## src/rtl/multicycle_control_fsm.sv

```systemverilog
// Multi-cycle sequencer for the RV64 subset datapath (add/sub/and/or, ld, sd, beq).
// Walks each instruction through FETCH/DECODE/EXEC/MEM/WB and drives the datapath
// enables, mux selects and ALU operation. Illegal encodings and memory timeouts park
// the sequencer in HALT until reset.
module multicycle_control_fsm #(
    parameter int unsigned CNT_W   = 32,
    parameter int unsigned TIMEOUT = 16
) (
    input  logic             clk,
    input  logic             reset_n,
    input  logic             run,
    input  logic [6:0]       opcode,
    input  logic [3:0]       funct,
    input  logic             zero,
    input  logic             mem_ready,
    output logic             pc_write,
    output logic             pc_src,
    output logic             ir_write,
    output logic             mem_read,
    output logic             mem_write,
    output logic             alu_src,
    output logic             mem_to_reg,
    output logic             reg_write,
    output logic [3:0]       alu_operation,
    output logic             instr_done,
    output logic             illegal,
    output logic [CNT_W-1:0] instr_count,
    output logic [2:0]       state
);

    localparam logic [6:0] OP_R   = 7'b0110011;
    localparam logic [6:0] OP_LD  = 7'b0000011;
    localparam logic [6:0] OP_SD  = 7'b0100011;
    localparam logic [6:0] OP_BEQ = 7'b1100011;

    localparam logic [3:0] ALU_ADD = 4'b0010;
    localparam logic [3:0] ALU_SUB = 4'b0110;
    localparam logic [3:0] ALU_AND = 4'b0000;
    localparam logic [3:0] ALU_OR  = 4'b0001;

    localparam int unsigned TW = $clog2(TIMEOUT + 1);

    typedef enum logic [2:0] {
        S_IDLE   = 3'd0,
        S_FETCH  = 3'd1,
        S_DECODE = 3'd2,
        S_EXEC   = 3'd3,
        S_MEM    = 3'd4,
        S_WB     = 3'd5,
        S_HALT   = 3'd6
    } state_t;

    state_t        cur;
    state_t        nxt;
    logic [6:0]    op_q;
    logic [3:0]    fn_q;
    logic [TW-1:0] timer;
    logic          waiting;
    logic          timeout_hit;
    logic          is_r;
    logic          is_ld;
    logic          is_sd;
    logic          is_beq;
    logic          decode_ok;

    function automatic logic funct_ok(input logic [3:0] f);
        case (f)
            4'b0000, 4'b1000, 4'b0111, 4'b0110: funct_ok = 1'b1;
            default:                            funct_ok = 1'b0;
        endcase
    endfunction

    function automatic logic [3:0] r_alu_op(input logic [3:0] f);
        case (f)
            4'b1000: r_alu_op = ALU_SUB;
            4'b0111: r_alu_op = ALU_AND;
            4'b0110: r_alu_op = ALU_OR;
            default: r_alu_op = ALU_ADD;
        endcase
    endfunction

    assign is_r    = (op_q == OP_R);
    assign is_ld   = (op_q == OP_LD);
    assign is_sd   = (op_q == OP_SD);
    assign is_beq  = (op_q == OP_BEQ);

    assign decode_ok = (opcode == OP_LD) || (opcode == OP_SD) || (opcode == OP_BEQ) ||
                       ((opcode == OP_R) && funct_ok(funct));

    assign waiting     = ((cur == S_FETCH) || (cur == S_MEM)) && !mem_ready;
    assign timeout_hit = waiting && (timer == TW'(TIMEOUT - 1));

    assign state   = cur;
    assign illegal = (cur == S_HALT);

    // State register, latched instruction fields, wait timer and retire counter
    always_ff @(posedge clk or negedge reset_n) begin
        if (!reset_n) begin
            cur         <= S_IDLE;
            op_q        <= '0;
            fn_q        <= '0;
            timer       <= '0;
            instr_count <= '0;
        end else begin
            cur <= nxt;
            if (cur == S_DECODE) begin
                op_q <= opcode;
                fn_q <= funct;
            end
            timer <= waiting ? timer + TW'(1) : '0;
            if (instr_done) begin
                instr_count <= instr_count + CNT_W'(1);
            end
        end
    end

    // Next-state selection
    always_comb begin
        nxt = cur;
        case (cur)
            S_IDLE: begin
                if (run) nxt = S_FETCH;
            end
            S_FETCH: begin
                if (mem_ready)        nxt = S_DECODE;
                else if (timeout_hit) nxt = S_HALT;
            end
            S_DECODE: begin
                nxt = decode_ok ? S_EXEC : S_HALT;
            end
            S_EXEC: begin
                if (is_r)                nxt = S_WB;
                else if (is_ld || is_sd) nxt = S_MEM;
                else                     nxt = run ? S_FETCH : S_IDLE;
            end
            S_MEM: begin
                if (mem_ready)        nxt = is_ld ? S_WB : (run ? S_FETCH : S_IDLE);
                else if (timeout_hit) nxt = S_HALT;
            end
            S_WB: begin
                nxt = run ? S_FETCH : S_IDLE;
            end
            S_HALT: begin
                nxt = S_HALT;
            end
            default: begin
                nxt = S_IDLE;
            end
        endcase
    end

    // Datapath control outputs from state and latched instruction
    always_comb begin
        pc_write      = 1'b0;
        pc_src        = 1'b0;
        ir_write      = 1'b0;
        mem_read      = 1'b0;
        mem_write     = 1'b0;
        alu_src       = 1'b0;
        mem_to_reg    = 1'b0;
        reg_write     = 1'b0;
        alu_operation = ALU_ADD;
        instr_done    = 1'b0;
        case (cur)
            S_FETCH: begin
                mem_read = 1'b1;
                ir_write = mem_ready;
                pc_write = mem_ready;
            end
            S_EXEC: begin
                if (is_r) begin
                    alu_operation = r_alu_op(fn_q);
                end else if (is_beq) begin
                    alu_operation = ALU_SUB;
                    pc_write      = zero;
                    pc_src        = zero;
                    instr_done    = 1'b1;
                end else begin
                    alu_src = 1'b1;
                end
            end
            S_MEM: begin
                mem_read   = is_ld;
                mem_write  = is_sd;
                instr_done = is_sd && mem_ready;
            end
            S_WB: begin
                reg_write  = 1'b1;
                mem_to_reg = is_ld;
                instr_done = 1'b1;
            end
            default: begin
            end
        endcase
    end

endmodule
```

## config.mk

```make
export PLATFORM = sky130hd
export DESIGN_NAME = multicycle_control_fsm
export DESIGN_NICKNAME = d
export VERILOG_FILES = /design/src/rtl/multicycle_control_fsm.sv
export SDC_FILE = /design/constraint.sdc
export NUM_CORES = 1
export LEC_CHECK = 0
export CAP_MARGIN = 15
export CORE_ASPECT_RATIO = 1.5
export CORE_MARGIN = 4
export CORE_UTILIZATION = 45
export DETAILED_ROUTE_END_ITERATION = 8
export PLACE_DENSITY_LB_ADDON = 0.12
export SYNTH_ARGS = -nofsm -noshare
export SYNTH_HDL_FRONTEND = slang
export SYNTH_SLANG_ARGS = --single-unit
```

## constraint.sdc

```tcl
create_clock -name clk -period 1.65 [get_ports clk]
set_input_delay 0.2475 -clock clk [delete_from_list [all_inputs] [get_ports clk]]
set_output_delay 0.2475 -clock clk [all_outputs]
set_load 0.03 [all_outputs]
```

## Word level (Yosys, flattened, before mapping)

Cells that the tools add are included.

| cells by class | value |
|---|---|
| add/subtract/negate cells | 2 |
| multipliers | 0 |
| div/mod/pow operators | 0 |
| order comparisons | 0 |
| eq/ne operators | 22 |
| shifts and indexed selects | 0 |
| muxes and demuxes | 31 |
| bitwise gates (word level) | 0 |
| reduce and logical (&&, ||, !) cells | 13 |

Operators by type and width:

| cell | count |
|---|---|
| $add 32x1->32 const B | 1 |
| $eq 7x6->1 const B | 4 |
| $mux 3 | 9 |
| $pmux 3 s7 | 1 |
| $eq 4x3->1 const B | 4 |
| $eq 7x2->1 const B | 2 |
| $eq 7x7->1 const B | 2 |
| $mux 1 | 14 |
| $eq 3x3->1 const B | 3 |
| $pmux 3 s3 | 1 |
| $eq 4x4->1 const B | 2 |
| $mux 4 | 2 |
| $eq 3x2->1 const B | 2 |
| $add 5x1->5 const B | 1 |
| $eq 5x4->1 const B | 1 |
| $logic_or 1x1->1 | 5 |
| $mux 5 | 1 |
| $logic_and 1x1->1 | 4 |
| $logic_not 4->1 | 1 |
| $pmux 1 s2 | 2 |
| $reduce_or 4->1 | 1 |
| $eq 3x1->1 const B | 1 |
| $logic_not 3->1 | 1 |
| $pmux 1 s3 | 1 |
| 2 further kinds | 2 |

| storage, ports and cells | value |
|---|---|
| flip-flop bits (word level) | 51 |
| bits in latches | 0 |
| bits in writable memories | 0 |
| memory bits (read-only) | 0 |
| input bits | 16 |
| output and inout bits | 49 |
| logic and storage cells | 73 |
| memories kept | 0 |

## Depth between registers and ports, before layout

Gate-level depths: netlist of run 1.

| logic depth | value |
|---|---|
| depth after elaboration | 7 |
| gate-level depth with buffers | 8 |

## Worst setup path before layout of run 1

Ideal clock, no wire load.

| timing | value |
|---|---|
| kind | register -> output |
| start point | register cur[0], in the netlist state[0] |
| end point | output pc_write |
| arrival | 2.534 ns |
| data required time | 1.402 ns |
| path slack | -1.132 ns |
| stages on the path, launching flop included | 6 |
| path buffers | 1 |
| path through | dfrtp_1 clkbuf_1 nor2b_1 nand2_1 nor4_1 or2_2 |

| between the ends | value |
|---|---|
| longest elaborated chain between the ends | 2 |
| elaborated cells on any way between the ends | 3 |
| those cells by class | eq/ne (2); mux (1) |

RTL lines:

| item | line | source |
|---|---|---|
| start, declared | 53 | `state_t cur;` |
| start signal, assigned | 105 | `cur <= nxt;` |
| $eq 3x2->1 or $eq 3x1->1 (tied branches) | 164 | `case (cur)` |
| $pmux 1 s2 (*) | 164 |  |
| end, declared | 16 | `output logic pc_write,` |

Every way passes the cells marked *; elsewhere a longest branch is shown, timed or not.

## Worst setup path in the final report of run 1

| timing | value |
|---|---|
| start point | register op_q[3] |
| end point | output instr_done |

| between the ends | value |
|---|---|
| longest elaborated chain between the ends | 4 |
| elaborated cells on any way between the ends | 7 |
| those cells by class | eq/ne (3); mux (3); reduce/logical (1) |

RTL lines:

| item | line | source |
|---|---|---|
| start, declared | 55 | `logic [6:0] op_q;` |
| start signal, assigned | 107 | `op_q <= opcode;` |
| $eq 7x7->1 | 85 | `assign is_beq = (op_q == OP_BEQ);` |
| $mux 1 | 173 | `end else if (is_beq) begin` |
| $mux 1 | 171 | `if (is_r) begin` |
| $pmux 1 s3 (*) | 164 |  |
| end, declared | 25 | `output logic instr_done,` |

Marked as above.

==> results of run 1 <==
## sequential cells by signal, indices dropped and copies added, names as in the netlist
register / flops
state: 3
instr_count: 32
op_q: 7
fn_q: 4
timer: 5
## cell families (layout without fill, tap and decap cells)
group | Yosys count | in the layout | synth area share (%)
muxes | 10 | 10 | 4.05
buffers and inverters | 21 | 148 | 4.46
and+or+nand+nor | 121 | 121 | 28.6
xor gates and xnor gates | 33 | 33 | 10.4
AOI/OAI and AO/OA | 18 | 18 | 5.09
DFF | 51 | 51 | 45.9
adders and majority gates | 3 | 3 | 1.35
other | 1 | 1 | 0.135
## metrics by stage
stage	hold slack, ns	setup TNS (ns)
after detailed placement	0.258	-7.94
after floorplan	-0.0481	-2.73
after CTS	0.456	-12.30
after global routing	0.482	-15.71
final	0.452	-12.19
after global placement	0.260	-6.11
## placed cells by master (no fill, tap or decap), drive strengths merged, types with 5 or more instances in the layout
cell           instances
nand2                 22
nor2b                  5
inv                   12
clkbuf                 5
mux2                  10
dfrtp                 51
xor2                  25
xnor2                  8
nor4                  12
buf                   78
nor2                  23
nor3                  11
nand4                 13
clkdlybuf4s50         16
nand3                 10
and3                   5
dlygate4sd2           28
## cell usage after synthesis (3+ instances only)
cell type / instances
nor3_1: 8
ha_1: 3
nor2b_1: 5
inv_1: 11
nand2_1: 22
a21oi_1: 4
nor4_2: 9
nand4_1: 12
mux2_2: 10
nor2_1: 23
buf_6: 3
xnor2_1: 8
nor3_2: 3
o21ai_0: 4
nand2b_1: 3
nand3_1: 9
and3_1: 5
dfrtp_1: 51
xor2_1: 25
## metal layers
layer | up-vias | routed length (um)
li1 | 1169 | -
met1 | 1172 | 2870
met2 | 54 | 4090
met3 | 7 | 267
met4 | 0 | 91
met5 | - | 0
## critical path, stage by stage, from the launching register on
cell	delay, ns
dfrtp_1	0.40
buf_6	0.12
nand4bb_4	0.19
or3_4	0.39
o21a_4	0.14
buf_12	0.13
inv_12	0.05
buf_8	0.11
## power groups by stage
stage                     registers [W]  logic, W  clock network (W)
after floorplan                 0.00185   0.00105                  0
after global placement          0.00173   0.00205                  0
after detailed placement        0.00174   0.00206                  0
after CTS                       0.00173   0.00228            0.00105
after global routing            0.00178   0.00267            0.00110
final                           0.00175   0.00248            0.00102
## worst max path at each step
stage | startpoint | depth (start not counted) | endpoint | slack (ns)
6_report | op_q[3]$_DFFE_PN0P_ | 7 | instr_done | -0.42
2_1_floorplan | state[0]$_DFFE_PN0P_ | 6 | alu_operation[0] | -0.40
3_5_place_dp | op_q[2]$_DFFE_PN0P_ | 5 | alu_operation[1] | -0.33
3_3_place_gp | op_q[2]$_DFFE_PN0P_ | 5 | alu_operation[1] | -0.28
5_1_grt | op_q[3]$_DFFE_PN0P_ | 8 | instr_count[15]$_DFFE_PN0P_ | -0.48
4_1_cts | op_q[3]$_DFFE_PN0P_ | 7 | instr_done | -0.43
## repair_timing
action | in CTS | in global routing
cloned | 0 | 0
endpoints found under the hold margin | 51 | 0
hold buffers | 1 | 0
setup buffers | 8 | 8
gates resized for setup | 71 | 30
endpoints found under the setup margin | 74 | 60
pin swaps | 31 | 26
## cell type report
type,instances,area (um^2)
clock buffer,5,68.8
clock inverter,3,67.6
fill,414,1330
inverter,12,57.6
multi-input combinational,186,1780
sequential,51,1290
tap,72,90.1
timing repair buffer,128,1220
==> run summary, run 1 <==
Chip Height -> 104 um
# placed instances -> 433
DR iter-0 viols -> 114
Routed wire length -> 7.32 mm
First-pass GRT wire length -> 12.4 mm
Final #Nets -> 403
# Max-Cap Violations -> 0
Rows -> 34
Area growth, synth to finish -> 64.8%
Final min period -> 2.07 ns
Vias -> 2402
CP Capture Type -> output port
Number of buffers inserted during clock tree synthesis -> 5
Top Ports -> 65
Syn nets -> 277
Die area -> 7520 um^2
Worst Skew -> 0.00599 ns
Grt ovf -> 0
Vias in the first global route -> 2546
Synthesized cell area -> 2780 um^2
Power share of the combinational group -> 47.3%
Status -> finished with violations
IO buf count -> 63
# setup viols final -> 44
Achievable Freq -> 484 MHz
Post-route insts no fill -> 457
Met3 Track Usage GR -> 3.48%
# H-tree levels -> 2
Core area -> 5910 um^2
Fin. Hold Viols -> 0
Synth unique cells -> 52
Grt met2 use -> 35.7%
Clock network fraction of total power -> 19.4%
Part of the power in registers -> 33.3%
CP startpoint kind -> flip-flop
Total power -> 0.00524 W
Synthesized instance count -> 258
CTS tree -> yes
Violated checks -> setup timing
All-layer global routing usage -> 20.5%
Initial antenna violation count -> 0
Top-area cell type share of the netlist area -> 45.9%
Post-synth top area cell -> dfrtp_1
Post-route clock period utilization -> 125%
Post-synthesis sequential area ratio -> 45.9%
Post-route ant nets -> 0
Pint -> 0.00337 W
#FFs+latches synth -> 51
Vias per cell -> 5.26
DP Worst Slack -> -0.328 ns
Crit-path max FO -> 2
Synth top area cells -> dfrtp_1 46%, xor2_1 7.9%, mux2_2 4.1%, nor4_2 4.1%, nor2_1 3.1%
Starting Density -> 47.0%
Final core utilization -> 77.4%
Clock Latency Late Sink -> 0.30 ns
R2R depth -> 8
Design Area, Final -> 4580 um^2
RR Endpoint -> instr_count[15]$_DFFE_PN0P_
GR peak layer -> met2
DR DRC count -> 0
Die Wd -> 72.2 um
Fraction of layout cells with a size suffix above 1 -> 45.5%
Ys async rst share -> 100%
Fin. max-slew vios -> 0
Avg Inst Size Synth -> 10.8 um^2
Switch share -> 35.7%
CP Class -> flip-flop to output port
Max VDD drop -> 0.000678 V
Post-synth EDFFs -> 0
Worst R2R Setup Slack -> -0.39 ns
Max clock buf depth -> 2
Data arrival, critical path -> 1.82 ns
Yosys Warn Count -> 0
Critical R2R Launch -> op_q[3]$_DFFE_PN0P_
Drt wl/cell -> 16.0 um
Sink Count -> 51
Pwr Density -> 1150 nW/um^2
RSZ-0062 raised after global routing -> true
P_leak -> 2.00 nW
Largest net degree at the start of global routing -> 52
Routability Congestion -> 0.829
Prevailing post-synth register cell -> dfrtp_1
Sw power -> 0.00187 W
First-pass DRT Iterations -> 4
Req. time, crit path -> 1.40 ns
Post-DP HPWL -> 5.20 mm
Placed Area -> 4080 um^2
Setup ws final -> -0.418 ns
CTS Root Cell -> clkbuf_8
# diodes -> 0
Worst-path clk slew -> 0.09 ns
Worst min path class -> input port to asynchronous set/reset pin
GRT met1 Usage -> 25.5%
No activity file was read; power rests on OpenSTA's default activity.
==> run 2, diff against run 1 <==
--- a/config.mk
+++ b/config.mk
@@ -7,7 +7,7 @@
 export LEC_CHECK = 0
 export CAP_MARGIN = 15
 export CORE_ASPECT_RATIO = 1.5
-export CORE_MARGIN = 4
+export CORE_MARGIN = 3
 export CORE_UTILIZATION = 45
 export DETAILED_ROUTE_END_ITERATION = 8
 export PLACE_DENSITY_LB_ADDON = 0.12
==> run summary, run 2 (synthesized netlist as in run 1, its figures left out) <==
Setup ws final -> -0.444 ns (was -0.418 ns)
Worst-path clk slew -> 0.10 ns (was 0.09 ns)
Fin. Hold Viols -> 0 (unchanged)
Starting Density -> 47.0% (unchanged)
Clock network fraction of total power -> 15.6% (was 19.4%)
CTS tree -> yes (unchanged)
Vias -> 2582 (was 2402)
Post-route clock period utilization -> 127% (was 125%)
Crit-path max FO -> 3 (was 2)
Data arrival, critical path -> 1.85 ns (was 1.82 ns)
Pwr Density -> 1150 nW/um^2 (about the same)
Grt ovf -> 0 (unchanged)
CP Capture Type -> output port (unchanged)
Commonest non-fill, non-tap cell in the layout -> buf_4 (unchanged)
CP max stage cell -> dfrtp_1 (unchanged)
Drt wl/cell -> 16.9 um (was 16.0 um)
RSZ-0062 raised after global routing -> true (unchanged)
Clock Latency Late Sink -> 0.30 ns (about the same)
DP Worst Slack -> -0.413 ns (was -0.328 ns)
Switch share -> 37.0% (was 35.7%)
Pint -> 0.00349 W (was 0.00337 W)
Worst min path class -> input port to asynchronous set/reset pin (unchanged)
Rows -> 34 (unchanged)
Cell Chain, Critical Path -> and4bb_2 -> buf_6 -> a41oi_4 -> o21a_4 -> buf_12 -> inv_12 -> buf_8 (was buf_6 -> nand4bb_4 -> or3_4 -> o21a_4 -> buf_12 -> inv_12 -> buf_8)
CP Class -> flip-flop to output port (unchanged)
Vias per cell -> 5.42 (was 5.26)
Final #Nets -> 422 (was 403)
Largest Register -> instr_count (unchanged)
DR DRC count -> 0 (unchanged)
Largest net degree at the start of global routing -> 52 (unchanged)
Routability Congestion -> 0.807 (was 0.829)
# diodes -> 0 (unchanged)
Violated checks -> setup timing (unchanged)
Achievable Freq -> 478 MHz (was 484 MHz)
CTS Root Cell -> clkbuf_8 (unchanged)
Fin. max-slew vios -> 0 (unchanged)
Max stage delay on crit path -> 0.41 ns (was 0.40 ns)
Final core utilization -> 81.2% (was 77.4%)
Part of the power in registers -> 31.7% (was 33.3%)
Fraction of layout cells with a size suffix above 1 -> 48.5% (was 45.5%)
# H-tree levels -> 2 (unchanged)
Die area -> 7170 um^2 (was 7520 um^2)
Chip Height -> 102 um (was 104 um)
Final min period -> 2.09 ns (was 2.07 ns)
Max clock buf depth -> 2 (unchanged)
Top Ports -> 65 (unchanged)
Die Wd -> 70.2 um (was 72.2 um)
Most frequent cells in the layout -> 52 x buf_4, 35 x dfrtp_1, 32 x buf_6 (was 49 x buf_4, 36 x dfrtp_1, 28 x dlygate4sd2_1)
CP startpoint kind -> flip-flop (unchanged)
Sw power -> 0.00205 W (was 0.00187 W)
# Max-Cap Violations -> 0 (unchanged)
Sink Count -> 51 (unchanged)
Status -> finished with violations (unchanged)
Post-route ant nets -> 0 (unchanged)
Req. time, crit path -> 1.40 ns (about the same)
DR iter-0 viols -> 125 (was 114)
P_leak -> 2.15 nW (was 2.00 nW)
Routed wire length -> 8.02 mm (was 7.32 mm)
Max reg flops -> 32 (unchanged)
All-layer global routing usage -> 22.4% (was 20.5%)
Setup TNS -> -13.53 ns (was -12.19 ns)
Power share of the combinational group -> 52.6% (was 47.3%)
# setup viols final -> 44 (unchanged)
Max VDD drop -> 0.000705 V (was 0.000678 V)
Post-DP HPWL -> 5.21 mm (was 5.20 mm)
Vias in the first global route -> 2699 (was 2546)
Number of buffers inserted during clock tree synthesis -> 5 (unchanged)
Largest regs -> instr_count x32, op_q x7, timer x5 (unchanged)
Area growth, synth to finish -> 72.9% (was 64.8%)
First-pass GRT wire length -> 12.7 mm (was 12.4 mm)
Initial antenna violation count -> 0 (unchanged)
Core area -> 5910 um^2 (unchanged)
First-pass DRT Iterations -> 4 (unchanged)
IO buf count -> 63 (unchanged)
Worst Skew -> 0.0112 ns (was 0.00599 ns)
run 2: stage by stage:
step	total power [W]	instances	area (um^2)	hold slack [ns]
3_3_place_gp	0.00375	437	4100	0.260
5_1_grt	0.00580	476	4800	0.497
3_5_place_dp	0.00379	437	4100	0.261
6_report	0.00554	476	4800	0.472
2_1_floorplan	0.00291	258	3070	-0.0481
4_1_cts	0.00527	464	4620	0.474
run 2: layout make-up:
type / instances / area, um^2
repair buffers: 147 / 1470
multi-input cells: 186 / 1780
clock inverters: 3 / 43.8
fillers: 358 / 1110
clock buffers: 5 / 68.8
flip-flops and latches: 51 / 1300
well taps: 72 / 90.1
inverters: 12 / 57.6
run 2: critical path: cells and delay by family (launching register included):
family                 cells  cell delay [ns]
AO/OA/AOI/OAI              2             0.36
flip-flops                 1             0.41
AND/OR/NAND/NOR            1             0.35
buffers and inverters      4             0.42
run 2: power groups by stage:
stage	registers, W	clock network [W]	logic [W]
floorplan	0.00185	0	0.00105
global placement	0.00172	0	0.00202
detailed placement	0.00174	0	0.00205
CTS	0.00174	0.000896	0.00264
global route	0.00178	0.000940	0.00308
finish	0.00176	0.000866	0.00292
run 2: final timing paths:
| check | from | endpoint | slack, ns | depth (start not counted) |
|---|---|---|---|---|
| worst max-delay path | op_q[3]$_DFFE_PN0P_ | instr_done | -0.44 | 7 |
| worst min-delay path | reset_n | instr_count[18]$_DFFE_PN0P_ | 0.47 | 3 |
| worst max register to register | op_q[3]$_DFFE_PN0P_ | instr_count[22]$_DFFE_PN0P_ | -0.40 | 9 |
| worst min register to register | instr_count[31]$_DFFE_PN0P_ | instr_count[31]$_DFFE_PN0P_ | 0.47 | 1 |
| max in group asynchronous | reset_n | instr_count[4]$_DFFE_PN0P_ | 0.91 | 3 |
| min in group clk | instr_count[31]$_DFFE_PN0P_ | instr_count[31]$_DFFE_PN0P_ | 0.47 | 1 |
run 2: timing repair:
item / CTS / global route
resized for setup: 102 / 37
endpoints found under the hold margin: 51 / 0
pin swaps: 42 / 18
setup buffers: 18 / 12
hold buffers: 1 / 0
gates cloned: 1 / 1
setup endpoints to repair: 85 / 61
run 2: per-layer routing:
metal	part of all wire (%)	wire length, um	GRT usage, %	up-vias
met3	4.3	343	3.74	16
li1	-	-	-	1196
met4	2.5	202	9.88	0
met5	0	0	0	-
met1	38	3080	24.9	1281
met2	55	4400	41.8	89
==> run 3, diff against run 2 <==
--- a/config.mk
+++ b/config.mk
@@ -8,7 +8,8 @@
 export CAP_MARGIN = 15
 export CORE_ASPECT_RATIO = 1.5
 export CORE_MARGIN = 3
-export CORE_UTILIZATION = 45
+export CORE_UTILIZATION = 47
+export CTS_BUF_LIST = sky130_fd_sc_hd__clkbuf_4 sky130_fd_sc_hd__clkbuf_8
 export DETAILED_ROUTE_END_ITERATION = 8
 export PLACE_DENSITY_LB_ADDON = 0.12
 export SYNTH_ARGS = -nofsm -noshare
==> run summary, run 3 (synthesized netlist as in run 1, its figures left out) <==
Cell Chain, Critical Path -> and4bb_2 -> nand2_2 -> nor3_4 -> nand4b_1 -> buf_4 -> nor2_4 -> buf_6 (was and4bb_2 -> buf_6 -> a41oi_4 -> o21a_4 -> buf_12 -> inv_12 -> buf_8)
Chip Height -> 100 um (was 102 um)
Worst R2R Setup Slack -> -0.31 ns (was -0.40 ns)
Status -> finished with violations (unchanged)
Top Ports -> 65 (unchanged)
Worst hold slack -> 0.454 ns (was 0.472 ns)
Setup TNS -> -9.42 ns (was -13.53 ns)
IO buf count -> 63 (unchanged)
DR iter-0 viols -> 120 (was 125)
Max stage delay on crit path -> 0.40 ns (was 0.41 ns)
DR DRC count -> 0 (unchanged)
Most frequent cells in the layout -> 53 x buf_4, 35 x dfrtp_1, 28 x dlygate4sd2_1 (was 52 x buf_4, 35 x dfrtp_1, 32 x buf_6)
First-pass GRT wire length -> 13.0 mm (was 12.7 mm)
Rows -> 33 (was 34)
Max reg flops -> 32 (unchanged)
Post-route clock period utilization -> 122% (was 127%)
Routed wire length -> 7.98 mm (was 8.02 mm)
Setup ws final -> -0.361 ns (was -0.444 ns)
Vias in the first global route -> 2695 (was 2699)
CTS tree -> yes (unchanged)
Max VDD drop -> 0.000679 V (was 0.000705 V)
Sink Count -> 51 (unchanged)
RSZ-0062 raised after global routing -> true (unchanged)
Die area -> 6890 um^2 (was 7170 um^2)
Post-DP HPWL -> 5.48 mm (was 5.21 mm)
CP startpoint kind -> flip-flop (unchanged)
R2R depth -> 8 (was 9)
RR Endpoint -> instr_count[30]$_DFFE_PN0P_ (was instr_count[22]$_DFFE_PN0P_)
Fin. Hold Viols -> 0 (unchanged)
Final core utilization -> 80.5% (was 81.2%)
Largest regs -> instr_count x32, op_q x7, timer x5 (unchanged)
Commonest non-fill, non-tap cell in the layout -> buf_4 (unchanged)
Core area -> 5620 um^2 (was 5910 um^2)
Worst-path clk slew -> 0.09 ns (was 0.10 ns)
Vias per cell -> 5.42 (about the same)
Fin. max-slew vios -> 0 (unchanged)
# setup viols final -> 43 (was 44)
Fraction of layout cells with a size suffix above 1 -> 44.8% (was 48.5%)
Placed Area -> 4110 um^2 (was 4100 um^2)
Post-route ant nets -> 0 (unchanged)
Req. time, crit path -> 1.40 ns (about the same)
Routability Congestion -> 0.816 (was 0.807)
CP max stage cell -> dfrtp_1 (unchanged)
Largest Register -> instr_count (unchanged)
All-layer global routing usage -> 24.8% (was 22.4%)
Initial antenna violation count -> 0 (unchanged)
Final min period -> 2.01 ns (was 2.09 ns)
CP Capture Type -> output port (unchanged)
Die Wd -> 68.8 um (was 70.2 um)
Worst Skew -> 0.00360 ns (was 0.0112 ns)
# diodes -> 0 (unchanged)
# H-tree levels -> 2 (unchanged)
CP Class -> flip-flop to output port (unchanged)
Design Area, Final -> 4520 um^2 (was 4800 um^2)
Grt ovf -> 0 (unchanged)
Max clock buf depth -> 2 (unchanged)
Worst min path class -> input port to asynchronous set/reset pin (unchanged)
Achievable Freq -> 497 MHz (was 478 MHz)
Total power -> 0.00519 W (was 0.00554 W)
Violated checks -> setup timing (unchanged)
# Max-Cap Violations -> 0 (unchanged)
Vias -> 2460 (was 2582)
Drt wl/cell -> 17.6 um (was 16.9 um)
CP Launch Point -> op_q[3]$_DFFE_PN0P_ (unchanged)
Critical R2R Launch -> op_q[3]$_DFFE_PN0P_ (unchanged)
Area growth, synth to finish -> 62.8% (was 72.9%)
Starting Density -> 49.5% (was 47.0%)
Family with the most delay on the worst path -> simple AND/OR/NAND/NOR gates (was buffers and inverters)
CTS Root Cell -> clkbuf_8 (unchanged)
Data arrival, critical path -> 1.76 ns (was 1.85 ns)
CP Buf/Inv Count -> 2 (was 4)
First-pass DRT Iterations -> 4 (unchanged)
Number of buffers inserted during clock tree synthesis -> 5 (unchanged)
Crit-path max FO -> 3 (unchanged)
Pwr Density -> 1150 nW/um^2 (about the same)
P_leak -> 2.00 nW (was 2.15 nW)
Clock Latency Late Sink -> 0.30 ns (about the same)
Final #Nets -> 402 (was 422)
Largest net degree at the start of global routing -> 52 (unchanged)
## run 3: timing repair
| item | CTS | global route |
|---|---|---|
| gates resized for setup | 63 | 31 |
| setup endpoints to repair | 75 | 63 |
| setup buffers | 7 | 2 |
| hold endpoints to repair | 51 | 0 |
| gates cloned | 0 | 1 |
| pin swaps | 17 | 18 |
| hold buffers | 1 | 0 |
## run 3: worst reg2reg max path, cell delays in order, from the launching register on
cell and delay [ns]:
dfrtp_1 0.40, and4bb_2 0.32, buf_4 0.15, a41oi_4 0.13
o21a_4 0.27, buf_6 0.15, buf_4 0.15, nor4_4 0.16
xor2_1 0.17
## run 3: metrics by stage
stage	setup WS, ns	std cells
global route	-0.442	454
detailed placement	-0.371	435
global placement	-0.282	435
CTS	-0.376	451
floorplan	-0.403	258
finish	-0.361	454
## run 3: routing by layer
| metal | share of wire [%] | track usage [%] | up-vias |
|---|---|---|---|
| met5 | 0 | 0 | - |
| met3 | 3.7 | 4.26 | 20 |
| met1 | 38 | 29.7 | 1220 |
| met2 | 55 | 43.2 | 63 |
| met4 | 2.5 | 8.86 | 0 |
| li1 | - | - | 1157 |
## run 3: cell type report
cell class                      count  area [um^2]
Inverter                           12         57.6
Clock buffer                        6         82.6
Tap cell                           70         87.6
Multi-Input combinational cell    186         1780
Timing Repair Buffer              127         1190
Fill cell                         370         1090
Sequential cell                    51         1300
Clock inverter                      2         35.0
## run 3: worst max-delay path by stage
stage                  endpoint  depth (start not counted)
5_1_grt        alu_operation[0]                          7
3_5_place_dp   alu_operation[1]                          5
4_1_cts        alu_operation[0]                          7
6_report       alu_operation[0]                          7
3_3_place_gp   alu_operation[1]                          5
2_1_floorplan  alu_operation[0]                          6
## run 3: power by group
group / switching (W) / total [W] / internal, W
Clock: 0.000415 / 0.000906 / 0.000491
Sequential: 0.000242 / 0.00173 / 0.00149
Combinational: 0.00129 / 0.00256 / 0.00127
